## src/rtl/bshift_word_ctrl_pkg.sv

```systemverilog
// Shared constants and types for the serial-to-word deserializer.
// State encodings and the drop-counter width.
package bshift_word_ctrl_pkg;

    typedef enum logic [1:0] {
        ST_IDLE  = 2'd0,
        ST_SHIFT = 2'd1,
        ST_FULL  = 2'd2
    } state_e;

    localparam int DROP_CNT_W = 8;

endpackage

```

## src/rtl/bshift_word_ctrl_register.sv

```systemverilog
// Serial-in, parallel-out shift register used as the word datapath.
// Newest bit enters at [0]; synchronous active-high clear wins over enable.
module bshift_register #(
    parameter int BITS = 5
) (
    input  logic            clk,
    input  logic            i_sclr,
    input  logic            i_en,
    input  logic            i_dat,
    output logic [BITS-1:0] o_data
);

    logic [BITS-1:0] data_q;
    logic [BITS-1:0] data_d;

    // Next shift-register contents: clear, shift in, or hold.
    always_comb begin
        data_d = data_q;
        if (i_sclr) begin
            data_d = '0;
        end else if (i_en) begin
            data_d = {data_q[BITS-2:0], i_dat};
        end
    end

    // Shift register storage.
    always_ff @(posedge clk) begin
        data_q <= data_d;
    end

    assign o_data = data_q;

endmodule

```

## src/rtl/bshift_word_ctrl.sv

```systemverilog
// Packs a per-bit valid/ready stream into BITS-wide words with backpressure.
// Optional macro BSHIFT_DROP_CNT_EN adds a saturating dropped-bit counter.
module bshift_word_ctrl
    import bshift_word_ctrl_pkg::*;
#(
    parameter int BITS  = 5,
    localparam int CNT_W = $clog2(BITS)
) (
    input  logic             clk,
    input  logic             i_sclr_n,
    input  logic             i_sdat,
    input  logic             i_svalid,
    output logic             o_sready,
    input  logic             i_flush,
    output logic [BITS-1:0]  o_data,
    output logic             o_valid,
    input  logic             i_ready,
    output logic [CNT_W-1:0] o_bitcnt,
`ifdef BSHIFT_DROP_CNT_EN
    output logic [DROP_CNT_W-1:0] o_drop_cnt,
`endif
    output logic             o_busy
);

    localparam logic [CNT_W-1:0] CNT_LAST = CNT_W'(BITS - 1);
    localparam logic [CNT_W-1:0] CNT_ONE  = CNT_W'(1);

    state_e           state_q;
    state_e           state_d;
    logic [CNT_W-1:0] cnt_q;
    logic [CNT_W-1:0] cnt_d;
    logic             sready;
    logic             acc;

    assign acc = i_svalid & sready;

    // State and bit-counter registers with synchronous reset.
    always_ff @(posedge clk) begin
        if (!i_sclr_n) begin
            state_q <= ST_IDLE;
            cnt_q   <= '0;
        end else begin
            state_q <= state_d;
            cnt_q   <= cnt_d;
        end
    end

    // Next state and bit count; flush outranks any accepted data.
    always_comb begin
        state_d = state_q;
        cnt_d   = cnt_q;
        if (i_flush) begin
            state_d = ST_IDLE;
            cnt_d   = '0;
        end else begin
            unique case (state_q)
                ST_IDLE: begin
                    if (acc) begin
                        state_d = ST_SHIFT;
                        cnt_d   = CNT_ONE;
                    end
                end
                ST_SHIFT: begin
                    if (acc) begin
                        if (cnt_q == CNT_LAST) begin
                            state_d = ST_FULL;
                            cnt_d   = '0;
                        end else begin
                            cnt_d = cnt_q + CNT_ONE;
                        end
                    end
                end
                ST_FULL: begin
                    if (i_ready) begin
                        if (acc) begin
                            state_d = ST_SHIFT;
                            cnt_d   = CNT_ONE;
                        end else begin
                            state_d = ST_IDLE;
                            cnt_d   = '0;
                        end
                    end
                end
                default: begin
                    state_d = ST_IDLE;
                    cnt_d   = '0;
                end
            endcase
        end
    end

    // Handshake and status outputs decoded from the current state.
    always_comb begin
        sready  = ~i_flush & ((state_q != ST_FULL) | i_ready);
        o_valid = (state_q == ST_FULL);
        o_busy  = (state_q != ST_IDLE);
    end

    assign o_sready = sready;
    assign o_bitcnt = cnt_q;

    bshift_register #(
        .BITS (BITS)
    ) u_sreg (
        .clk    (clk),
        .i_sclr (~i_sclr_n),
        .i_en   (acc),
        .i_dat  (i_sdat),
        .o_data (o_data)
    );

`ifdef BSHIFT_DROP_CNT_EN
    logic [DROP_CNT_W-1:0] drop_cnt_q;
    logic [DROP_CNT_W-1:0] drop_cnt_d;

    // Count offered-but-refused bits, saturating at all ones.
    always_comb begin
        drop_cnt_d = drop_cnt_q;
        if (i_svalid & ~sready & (drop_cnt_q != '1)) begin
            drop_cnt_d = drop_cnt_q + DROP_CNT_W'(1);
        end
    end

    // Drop counter register, cleared only by reset.
    always_ff @(posedge clk) begin
        if (!i_sclr_n) begin
            drop_cnt_q <= '0;
        end else begin
            drop_cnt_q <= drop_cnt_d;
        end
    end

    assign o_drop_cnt = drop_cnt_q;
`endif

endmodule

```

## config.mk

```make
export PLATFORM = sky130hd
export DESIGN_NAME = bshift_word_ctrl
export DESIGN_NICKNAME = d
export VERILOG_FILES = /design/src/rtl/bshift_word_ctrl_pkg.sv /design/src/rtl/bshift_word_ctrl_register.sv /design/src/rtl/bshift_word_ctrl.sv
export SDC_FILE = /design/constraint.sdc
export NUM_CORES = 1
export LEC_CHECK = 0
export CORE_AREA = 4 4 41 43
export CTS_BUF_LIST = sky130_fd_sc_hd__clkbuf_8
export DETAILED_ROUTE_END_ITERATION = 12
export DIE_AREA = 0 0 45 47
export PLACE_DENSITY = 0.67
export SYNTH_ARGS = -nofsm -noshare
export SYNTH_HDL_FRONTEND = slang
export SYNTH_SLANG_ARGS = --single-unit
```

## constraint.sdc

```tcl
create_clock -name clk -period 1.35 [get_ports clk]
set_input_delay 0.2025 -clock clk [delete_from_list [all_inputs] [get_ports clk]]
set_output_delay 0.2025 -clock clk [all_outputs]
set_load 0.01 [all_outputs]
```

==> results summary, run 1 <==
The flow ran to the end, and the final reports show no timing, DRC or antenna violations. In this run the cell area measured after placement is ~700 µm². The gate count of the mapped netlist came out at between 50 and 60. The remaining routing DRC violations came out at 0. The cell count after placement is between 80 and 90. CTS saw 10 sinks. The number of diodes added for antenna fixing is 0. The delay of the slowest cell on the worst path came out at between 500 and 600 ps. The number of antenna violations at the first check in global routing came out at 0. The largest net degree at the start of global routing is 7. After detailed routing, the number of vias per cell comes to between 4 and 5. The largest individual stage delay along the critical path comes from the cell sky130_fd_sc_hd__clkdlybuf4s50_1. The part of the Yosys area used for sequential elements came out at 0.399. The post-detailed-route wirelength per cell is 11.5 µm. Clock-pin slew was measured on the worst setup and hold paths at ~50 ps. The setup path with the least slack is of type reg -> out. The routability congestion estimate is 0.755. The detailed router finished its first iteration with 3 violations. The met2 global-route usage is 0.155. The floorplan die height is 47 µm.

The wire-length estimate of the detail-placed layout is between 800 and 900 µm. In this run the core area contains 13 standard-cell rows. The leakage component of the power came out at around 0.37 nW. The kind of capture point of the worst setup path is an output pin.

For this design the top-level I/O count stands at 17. The number of standard cells in the final layout excluding fillers came out at 92. After filler insertion, the fill cell instance count of the layout stands at 125. For this run, the leading register cell type out of synthesis is sky130_fd_sc_hd__dfxtp_1. Hold timing on the final database bottoms out at a slack of slightly below 500 ps. In this run the cell area of the synthesized design comes to 502 µm².

The path class of the lowest-slack min-delay path is reg -> reg. The CTS buffer count is 3. The fraction of final layout cells with drive strength greater than 1 came out at 0.221.

The floorplan die area is approximately 0.0021 mm². The share of synthesized flip-flops with an asynchronous set or reset is 0. For this run, global-route usage on met1 was measured as 0.131. The startpoint identified for the worst register-to-register timing path is state_q[0]$_SDFFE_PP0P_. During synthesis, Yosys emitted a total of 0 warnings.

The final count of hold timing violations is 0. At the end of the flow, the number of nets in the layout was between 80 and 90. The global-route usage over all layers is 0.113. The remaining max-slew budget at the tightest pin is 0.832.

The count of cell types in the netlist is 24. The starting density of the core came out at 0.386. The maximum fanout encountered on the critical timing path came out at 2.

The arrival time at the worst endpoint came out at between 1000 and 1500 ps. Counting flops and latches in the post-synthesis netlist gives 10. The final worst slack came out at between 40 and 50 ps.

The tree is rooted in a sky130_fd_sc_hd__clkbuf_8. In this run the most critical hold path is launched from o_bitcnt[1]$_SDFFE_PP0P_. The area added between synthesis and finish came out at 51.4%.

The maximum clock insertion buffer count came out at 2. The number of max-cap violations is 0. The area of the core region came out at between 0.001 and 0.0015 mm². The time the final worst path needs with I/O delays and setup is approximately 1300 ps. The routed layout has 440 vias. The H-tree depth is 1. Port buffering added 16 buffers. The power after layout came out at around 0.75 mW. The launching element of the worst setup path is u_sreg.o_data[4]$_SDFFE_PN0N_. Walking the worst path, the cells encountered are clkdlybuf4s50_1. The cell type group with the largest total delay on the critical path is buffers and inverters. The total setup violations reported at the end of the flow is 0.

For this run, the top clock speed supported by timing is 0.764 GHz. The minimum setup slack after placement came out at -250 ps. STA puts the critical path data required time at 1150 ps. In the finished design, the share of the clock period the worst path needs comes to 0.970. The slew at the pin closest to its max-slew limit is ~250 ps.

When the netlist entered floorplanning its net count stood at slightly above 60. The combined buffer and inverter count along the critical path is 1. The overall die width is roughly 45 µm.

The global routing stage identified its most utilized layer as met2. The count of pins over their slew limit was 0. The wire length of the first global-routing pass came out at around 1.6 mm. Wires add up to approximately 1.1 mm. The highest ir drop seen on vdd came out at 0.000739 V. The clock latency on the worst-skew pair came out at between 200 and 250 ps. In this run the remaining antenna-violating nets after routing total 0. The first detailed-routing pass took 4 iterations. The overflow left after global routing came out at 0. The synthesized design contains 0 enable-type register cells. The number of buffers added for setup after CTS is 0. The maximum clock skew at final layout is between 2 and 2.5 ps. Each instance of the synthesized netlist takes up on average about 9.3 µm².

TritonCTS built the clock tree. The finished cells cover roughly 760 µm². The met3 global-route usage is 0.0268. STA classifies the critical path startpoint as a flop. The number of global-route vias before repair is 405.

In this run the power density over the cells is 994 mW/mm².
## layout make-up
type	instances	area, µm²	area share
clock buffer	4	55.1	0.0725
inverter	3	11.3	0.0148
multi-input combinational	39	279	0.367
sequential	10	203	0.267
tap	15	18.8	0.0247
timing repair buffer	21	193	0.254
## synth_stat cells, types with 2 or more instances
library cell | count | area, µm²
sky130_fd_sc_hd__a21oi_1 | 3 | 15.0
sky130_fd_sc_hd__buf_6 | 2 | 22.5
sky130_fd_sc_hd__dfxtp_1 | 10 | 200
sky130_fd_sc_hd__ha_1 | 2 | 25.0
sky130_fd_sc_hd__inv_1 | 3 | 11.3
sky130_fd_sc_hd__mux2i_1 | 5 | 50.1
sky130_fd_sc_hd__nor2_1 | 4 | 15.0
sky130_fd_sc_hd__nor2b_1 | 7 | 43.8
sky130_fd_sc_hd__o21ai_0 | 2 | 10.0
sky130_fd_sc_hd__o21ai_1 | 2 | 10.0
## per-stage QoR
| step | util | TNS [ps] |
|---|---|---|
| 4_1_cts | 0.573 | 0 |
| 5_1_grt | 0.584 | -10.3 |
| 6_report | 0.584 | 0 |
| 3_3_place_gp | 0.537 | -1910 |
| 3_5_place_dp | 0.537 | -1840 |
| 2_1_floorplan | - | 0 |
## sequential cells by signal, summed over array words and instances (netlist names)
name,flops
state_q,2
u_sreg.o_data,5
o_bitcnt,3
## routing by layer
metal  up-vias  wire [µm]
li1        230          -
met1       194        523
met2        12        431
met3         4         51
met4         0         51
met5         -          0
## worst register-to-register path: cells and delay by family, from the launching register on
family | cells | cell delay [ps]
flip-flops | 1 | 340
AND/OR/NAND/NOR | 3 | 660
multiplexers | 1 | 160
## cells by family (layout without fill, tap and decap cells)
| family | Yosys count | after routing | synth area share |
|---|---|---|---|
| buffers and inverters | 5 | 28 | 0.0673 |
| DFF | 10 | 10 | 0.399 |
| AOI/OAI and AO/OA | 9 | 9 | 0.102 |
| adders and majority gates | 2 | 2 | 0.0499 |
| and+or+nand+nor | 23 | 23 | 0.282 |
| muxes | 5 | 5 | 0.0998 |
## path summary, 6_finish.rpt
check / cells after the start / end / slack [ps]
worst max-delay path: 1 / o_data[4] / 40
worst min-delay path: 2 / o_bitcnt[1]$_SDFFE_PP0P_ / 480
worst max register to register: 4 / u_sreg.o_data[2]$_SDFFE_PN0N_ / 80
worst min register to register: 2 / o_bitcnt[1]$_SDFFE_PP0P_ / 480
## placed cells by master (no fill, tap or decap), types with 2 or more instances in the layout
cell / netlist / final
sky130_fd_sc_hd__dfxtp_2: 0 / 2
sky130_fd_sc_hd__inv_1: 3 / 3
sky130_fd_sc_hd__o21ai_0: 2 / 2
sky130_fd_sc_hd__a21oi_1: 3 / 3
sky130_fd_sc_hd__nor2b_1: 7 / 5
sky130_fd_sc_hd__dlymetal6s2s_1: 0 / 3
sky130_fd_sc_hd__ha_1: 2 / 2
sky130_fd_sc_hd__clkbuf_8: 0 / 4
sky130_fd_sc_hd__dlygate4sd2_1: 0 / 6
sky130_fd_sc_hd__clkdlybuf4s50_1: 0 / 6
sky130_fd_sc_hd__nor2b_2: 0 / 2
sky130_fd_sc_hd__buf_4: 0 / 5
sky130_fd_sc_hd__nor2_1: 4 / 4
sky130_fd_sc_hd__mux2i_1: 5 / 5
sky130_fd_sc_hd__dfxtp_1: 10 / 8
## report_power, final
| group | internal (mW) | switching (mW) | total [mW] | leakage (nW) |
|---|---|---|---|---|
| combinational | 0.0416 | 0.0284 | 0.0700 | 0.262 |
| sequential | 0.301 | 0.00455 | 0.305 | 0.0819 |
| clock | 0.257 | 0.123 | 0.380 | 0.0288 |
## what timing repair did
| action | in CTS | in global routing |
|---|---|---|
| pin swaps | 0 | 1 |
| endpoints found under the setup margin | 7 | 8 |
| hold buffers | 0 | 0 |
| resized for setup | 8 | 9 |
No activity file was read; power rests on OpenSTA's default activity.
==> run 2, diff against run 1 <==
TNS_END_PERCENT = 30   (was unset)
==> run 2 against run 1 <==
Sequential power hardly changed. Maximum frequency stayed put. Core utilization stayed put. Power hardly changed. Die area stayed put. Final cell count stayed put.
==> results summary, run 2 (synthesis gave the netlist of run 1 again) <==
Status: completed (unchanged). The maximum clock frequency is 0.764 GHz (unchanged). The number of max-cap violations came out at 0 (unchanged). The ratio of total power to cell area was 994 mW/mm² (about the same). The total setup violations reported at the end of the flow was 0 (unchanged). The floorplan die area is 0.00212 mm² (unchanged).

The start-to-end type of the worst setup path was reg -> out (unchanged). The number of flip-flops in the largest register came to 5 (unchanged). The register-to-register path setup slack came out at 90 ps (was 80 ps). The remaining routing DRC violations came out at 0 (unchanged). The area added between synthesis and finish was 51.4% (unchanged). The area of the core region was 0.00130 mm² (unchanged).

The H-tree depth is 1 (unchanged). The nature of the critical path startpoint is a flop (unchanged). The detailed-route vias per instance is 4.78 (unchanged).

The startpoint of the worst hold path is o_bitcnt[1]$_SDFFE_PP0P_ (unchanged). The TritonCTS clock tree is built (unchanged). The critical path's slowest cell was sky130_fd_sc_hd__clkdlybuf4s50_1 (unchanged). The endpoint of the worst-slack reg-to-reg timing path was u_sreg.o_data[2]$_SDFFE_PN0N_ (unchanged).

The placed wire-length estimate came out at 810 µm (unchanged). The most used routing layer is met2 (unchanged). The sequential cell area came out at 203 µm² (unchanged). The leading cell type in the layout, fill and taps excluded is sky130_fd_sc_hd__dfxtp_1 (unchanged).

The CTS clock-pin slew for the worst setup and hold paths came out at 50 ps (about the same). The final worst slack came out at 41.1 ps (unchanged). The combined buffer and inverter count along the critical path is 1 (unchanged).

Setup repair after global routing could not meet its margin everywhere. The delay of the slowest cell on the worst path came out at 540 ps (about the same). The number of inserted filler cells in the final layout came out at 125 (unchanged). The path class of the lowest-slack min-delay path is reg -> reg (unchanged). The slew at the pin closest to its max-slew limit is 249 ps (unchanged).

The met2 global-route usage is 0.155 (unchanged). The count of pins over their slew limit came out at 0 (unchanged). The maximum clock skew at final layout is 2.04 ps (unchanged). The overall die width came out at 45 µm (unchanged). The wire length of the first global-routing pass came out at 1.61 mm (unchanged). The depth of the most critical reg-to-reg path is 4 (unchanged). The launch point of the worst reg-to-reg path is state_q[1]$_SDFFE_PP0P_ (was state_q[0]$_SDFFE_PP0P_). The minimum setup slack after placement is -250 ps (unchanged).

The arrival time at the worst endpoint is 1110 ps (about the same). The leakage component of the power came out at 0.372 nW (about the same). CP cell instances: clkdlybuf4s50_1 (unchanged). The endpoint with the worst hold slack is o_bitcnt[1]$_SDFFE_PP0P_ (unchanged). The final count of hold timing violations is 0 (unchanged). Commonest non-fill, non-tap cells in the layout: sky130_fd_sc_hd__dfxtp_1, sky130_fd_sc_hd__clkdlybuf4s50_1, sky130_fd_sc_hd__dlygate4sd2_1 (unchanged).

The met1 capacity usage during global routing came out at 0.131 (unchanged). The number of top-level pins is 17 (unchanged). The cell type group with the largest total delay on the critical path is buffers and inverters (unchanged). The number of core rows is 13 (unchanged).

The clock latency on the worst-skew pair came out at 240 ps (about the same). The starting density of the core is 0.386 (unchanged). The required arrival time at the worst endpoint came out at 1150 ps (about the same). The fraction of final layout cells with drive strength greater than 1 came out at 0.221 (unchanged). The starting DRC count in detailed routing is 3 (unchanged).

The largest net degree at the start of global routing came out at 7 (unchanged). The CTS buffer count came out at 3 (unchanged). The number of diodes added for antenna fixing came to 0 (unchanged). The routability congestion estimate came out at 0.755 (unchanged). The post-route cell area is 759 µm² (unchanged). The worst hold path cell count came out at 2 (unchanged). The kind of capture point of the worst setup path is an output pin (unchanged). The footprint of the multi-input gates is 279 µm² (unchanged).

The remaining max-slew budget at the tightest pin is 0.832 (unchanged). The overflow left after global routing is 0 (unchanged). The post-route antenna net violation count was 0 (unchanged). The standard cell area after detailed placement is 698 µm² (unchanged). The number of sinks driven by the clock tree came out at 10 (unchanged). The floorplan die height is 47 µm (unchanged).

The total number of nets in the final design is 86 (unchanged). The power after layout came out at 0.755 mW (about the same). The maximum fanout encountered on the critical timing path came out at 2 (unchanged). The maximum clock insertion buffer count came out at 2 (unchanged).

The number of buffers added for setup after CTS was 0 (unchanged). The global-route usage over all layers is 0.113 (unchanged). The met3 global-route usage came out at 0.0268 (unchanged).

The time the final worst path needs with I/O delays and setup came out at 1310 ps (unchanged). The highest ir drop seen on vdd is 0.000739 V (about the same). The number of buffers inserted by hold repair at cts was 0 (unchanged). The total wire length after detailed routing was 1.06 mm (about the same).

The via total after detailed routing came to 440 (unchanged). The count of buffers from port buffering came out at 16 (unchanged). The cell at the root of the clock tree is sky130_fd_sc_hd__clkbuf_8 (unchanged). The number of iterations in the first detailed-routing pass came out at 4 (unchanged). The number of antenna violations at the first check in global routing is 0 (unchanged). The post-route clock period utilization was 0.970 (unchanged). The post-detailed-route wirelength per cell is 11.5 µm (about the same). The number of global-route vias before repair is 405 (unchanged).
[run 2: what timing repair did]
action,4_1_cts,5_1_grt
pin swaps,0,0
setup endpoints to repair,7,8
resized for setup,8,9
[run 2: power by group]
part | internal (mW) | leakage, nW | switching (mW)
sequential | 0.301 | 0.0819 | 0.00454
combinational | 0.0416 | 0.262 | 0.0284
clock | 0.257 | 0.0288 | 0.123
total | 0.599 | 0.372 | 0.156
[run 2: worst max-delay path by stage]
stage / from / endpoint / cells after the start
detailed placement: i_ready / o_sready / 4
floorplan: state_q[1]$_SDFFE_PP0P_ / u_sreg.o_data[1]$_SDFFE_PN0N_ / 5
global placement: i_ready / o_sready / 4
CTS: u_sreg.o_data[1]$_SDFFE_PN0N_ / o_data[1] / 1
finish: u_sreg.o_data[4]$_SDFFE_PN0N_ / o_data[4] / 1
global route: o_bitcnt[1]$_SDFFE_PP0P_ / o_bitcnt[0]$_SDFFE_PP0P_ / 6
[run 2: through the flow]
step	cells	TNS, ps	util	hold slack [ps]
finish	92	0	0.584	483
global route	92	-14.2	0.584	539
CTS	92	0	0.573	490
detailed placement	88	-1840	0.537	486
global placement	88	-1910	0.537	480
floorplan	54	0	-	331
[run 2: routing by layer]
layer	vias to the layer above	part of all wire
li1	230	-
met1	194	0.49
met2	12	0.41
met3	4	0.048
met4	0	0.048
met5	-	0
[run 2: final cells by class]
| cell class | count | area share |
|---|---|---|
| Sequential cell | 10 | 0.267 |
| Timing Repair Buffer | 21 | 0.254 |
| Inverter | 3 | 0.0148 |
| Multi-Input combinational cell | 39 | 0.367 |
| Clock buffer | 4 | 0.0725 |
| Tap cell | 15 | 0.0247 |
[run 2: tightest hold or removal path: stages, from the launching register on]
cell,delay [ps]
sky130_fd_sc_hd__dfxtp_1,320
sky130_fd_sc_hd__nand2_1,60
sky130_fd_sc_hd__a21oi_1,50
==> run 3, diff against run 2 <==
CAP_MARGIN = 20   (was unset)
CELL_PAD_IN_SITES_DETAIL_PLACEMENT = 0   (was unset)
CELL_PAD_IN_SITES_GLOBAL_PLACEMENT = 1   (was unset)
CORE_AREA = unset   (was 4 4 41 43)
CORE_MARGIN = 4   (was unset)
CORE_UTILIZATION = 30   (was unset)
DIE_AREA = unset   (was 0 0 45 47)
PLACE_DENSITY = 0.71   (was 0.67)
==> run 3 against run 2 <==
Combinational power grew 6.7%. Count of clock-buffer cells in the layout did not move. Clock power hardly changed. Critical endpoint unchanged. Highest routed layer unchanged.
==> results summary, run 3 (synthesis gave the netlist of run 1 again) <==
Status: completed (unchanged). The kind of capture point of the worst setup path is an output pin (unchanged). The start-to-end type of the worst setup path was reg -> out (unchanged). The routability congestion estimate came to 0.655 (was 0.755). The power after layout came out at 0.760 mW (was 0.755 mW). The critical path's slowest cell was sky130_fd_sc_hd__clkdlybuf4s50_1 (unchanged).

The count of buffers from port buffering was 16 (unchanged). The post-route clock period utilization came to 0.957 (was 0.970). The clock latency on the worst-skew pair is 240 ps (about the same).

The depth of the most critical reg-to-reg path is 4 (unchanged). The number of diodes added for antenna fixing is 0 (unchanged). The final worst slack is 58.7 ps (was 41.1 ps). The TritonCTS clock tree is built (unchanged).

The worst hold path cell count was 2 (unchanged). The starting DRC count in detailed routing is 6 (was 3). The total number of nets in the final design came out at 88 (was 86). The total setup violations reported at the end of the flow came out at 0 (unchanged). The number of core rows came out at 14 (was 13). The remaining routing DRC violations is 0 (unchanged). The remaining max-slew budget at the tightest pin came out at 0.831 (was 0.832). The combined buffer and inverter count along the critical path was 1 (unchanged).

The launch point of the worst reg-to-reg path is state_q[0]$_SDFFE_PP0P_ (was state_q[1]$_SDFFE_PP0P_). The area added between synthesis and finish came out at 55.4% (was 51.4%). The largest net degree at the start of global routing is 7 (unchanged). The starting density of the core is 0.325 (was 0.386). The number of iterations in the first detailed-routing pass is 4 (unchanged). The global-route usage over all layers came to 0.0946 (was 0.113). The placed wire-length estimate is 841 µm (was 810 µm). The number of standard cells in the final layout excluding fillers is 95 (was 92). The H-tree depth came out at 1 (unchanged).

The overall die width came out at 48.9 µm (was 45 µm). The overflow left after global routing is 0 (unchanged). The startpoint of the worst hold path is o_bitcnt[1]$_SDFFE_PP0P_ (unchanged). The highest ir drop seen on vdd came out at 0.000483 V (was 0.000739 V).

The via total after detailed routing came out at 450 (was 440). The number of top-level pins is 17 (unchanged). The path class of the lowest-slack min-delay path is reg -> reg (unchanged). The area of the core region was 0.00154 mm² (was 0.00130 mm²). The floorplan die height is 48.9 µm (was 47 µm). The leading cell type in the layout, fill and taps excluded is sky130_fd_sc_hd__dfxtp_1 (unchanged). The number of max-cap violations came to 0 (unchanged). The launching element of the worst setup path was u_sreg.o_data[4]$_SDFFE_PN0N_ (unchanged). The required arrival time at the worst endpoint came out at 1150 ps (about the same). The arrival time at the worst endpoint is 1090 ps (was 1110 ps). The time the final worst path needs with I/O delays and setup came to 1290 ps (was 1310 ps). The post-detailed-route wirelength per cell is 11.3 µm (was 11.5 µm).

The floorplan die area came out at 0.00239 mm² (was 0.00212 mm²). The number of global-route vias before repair was 420 (was 405). The number of buffers added for setup after CTS came to 0 (unchanged). The maximum clock skew at final layout came out at 1.63 ps (was 2.04 ps). The nature of the critical path startpoint is a flop (unchanged).

The cell at the root of the clock tree was sky130_fd_sc_hd__clkbuf_8 (unchanged). The CTS buffer count came to 3 (unchanged). The wire length of the first global-routing pass came out at 1.82 mm (was 1.61 mm).

The CTS clock-pin slew for the worst setup and hold paths came to 50 ps (about the same). The number of flip-flops in the largest register is 5 (unchanged). The minimum setup slack after placement was -265 ps (was -250 ps). The slew at the pin closest to its max-slew limit came to 251 ps (was 249 ps). The delay of the slowest cell on the worst path came to 540 ps (about the same). The post-route antenna net violation count is 0 (unchanged).

The number of sinks driven by the clock tree was 10 (unchanged). The maximum clock insertion buffer count came out at 2 (unchanged). The fraction of final layout cells with drive strength greater than 1 is 0.241 (was 0.221). The total wire length after detailed routing came out at 1.08 mm (was 1.06 mm). The number of antenna violations at the first check in global routing came out at 0 (unchanged). The maximum fanout encountered on the critical timing path came out at 2 (unchanged).

Commonest non-fill, non-tap cells in the layout: sky130_fd_sc_hd__dfxtp_1, sky130_fd_sc_hd__buf_4, sky130_fd_sc_hd__clkdlybuf4s50_1 (was sky130_fd_sc_hd__dfxtp_1, sky130_fd_sc_hd__clkdlybuf4s50_1, sky130_fd_sc_hd__dlygate4sd2_1). The number of stages on the worst setup path is 1 (unchanged). The detailed-route vias per instance is 4.74 (was 4.78).

The cell count after placement was 91 (was 88). The leakage component of the power is 0.395 nW (was 0.372 nW). The ratio of total power to cell area is 975 mW/mm² (was 994 mW/mm²). The final count of hold timing violations is 0 (unchanged). The cell type group with the largest total delay on the critical path was buffers and inverters (unchanged). The count of pins over their slew limit is 0 (unchanged). CP cell instances: clkdlybuf4s50_1 (unchanged). The maximum clock frequency is 0.774 GHz (was 0.764 GHz).
==> run 3: changes by cell type in the layout (fill, tap and decap cells not counted) <==
cell	before	now
sky130_fd_sc_hd__dlymetal6s2s_1	3	4
sky130_fd_sc_hd__dlygate4sd2_1	6	5
sky130_fd_sc_hd__buf_4	5	7
==> run 3: per-stage QoR <==
stage          hold WS (ps)  TNS, ps   util  instance area (µm²)
2_1_floorplan           331        0      -                  504
3_3_place_gp            477    -1920  0.463                  714
3_5_place_dp            481    -1950  0.463                  714
4_1_cts                 487        0  0.498                  767
5_1_grt                 521   -0.290  0.506                  779
6_report                483        0  0.506                  779
==> run 3: what timing repair did <==
item	4_1_cts	5_1_grt
pin swaps	0	1
endpoints found under the hold margin	0	0
gates cloned	0	0
hold buffers	0	0
resized for setup	9	8
endpoints found under the setup margin	6	9
==> run 3: final cells by class <==
cell class              count  area (µm²)
clock buffers               4        55.1
flip-flops and latches     10         203
well taps                  16        20.0
repair buffers             23         211
multi-input cells          39         279
fillers                   155         762
inverters                   3        11.3
==> run 3: power by group <==
group	switching, mW	internal (mW)	leakage, nW	total, mW
Clock	0.123	0.257	0.0288	0.380
Sequential	0.00463	0.301	0.0818	0.305
Combinational	0.0291	0.0456	0.284	0.0747
==> run 3: path summary, 6_finish.rpt <==
check	to	slack (ps)
hold reg to reg	o_bitcnt[1]$_SDFFE_PP0P_	480
setup / recovery	o_data[4]	60
setup reg to reg	u_sreg.o_data[3]$_SDFFE_PN0N_	100
hold / removal	o_bitcnt[1]$_SDFFE_PP0P_	480
==> run 3: worst reg2reg max path, delay by kind of cell, from the launching register on <==
family / cells / cell delay (ps)
DFF: 1 / 340
and+or+nand+nor: 3 / 650
muxes: 1 / 150
==> run 3: routing by layer <==
| layer | vias up | part of all wire | global-route usage |
|---|---|---|---|
| li1 | 234 | - | - |
| met2 | 10 | 0.45 | 0.133 |
| met5 | - | 0 | 0 |
| met4 | 0 | 0.020 | 0.0673 |
| met1 | 202 | 0.48 | 0.123 |
| met3 | 4 | 0.048 | 0.0245 |
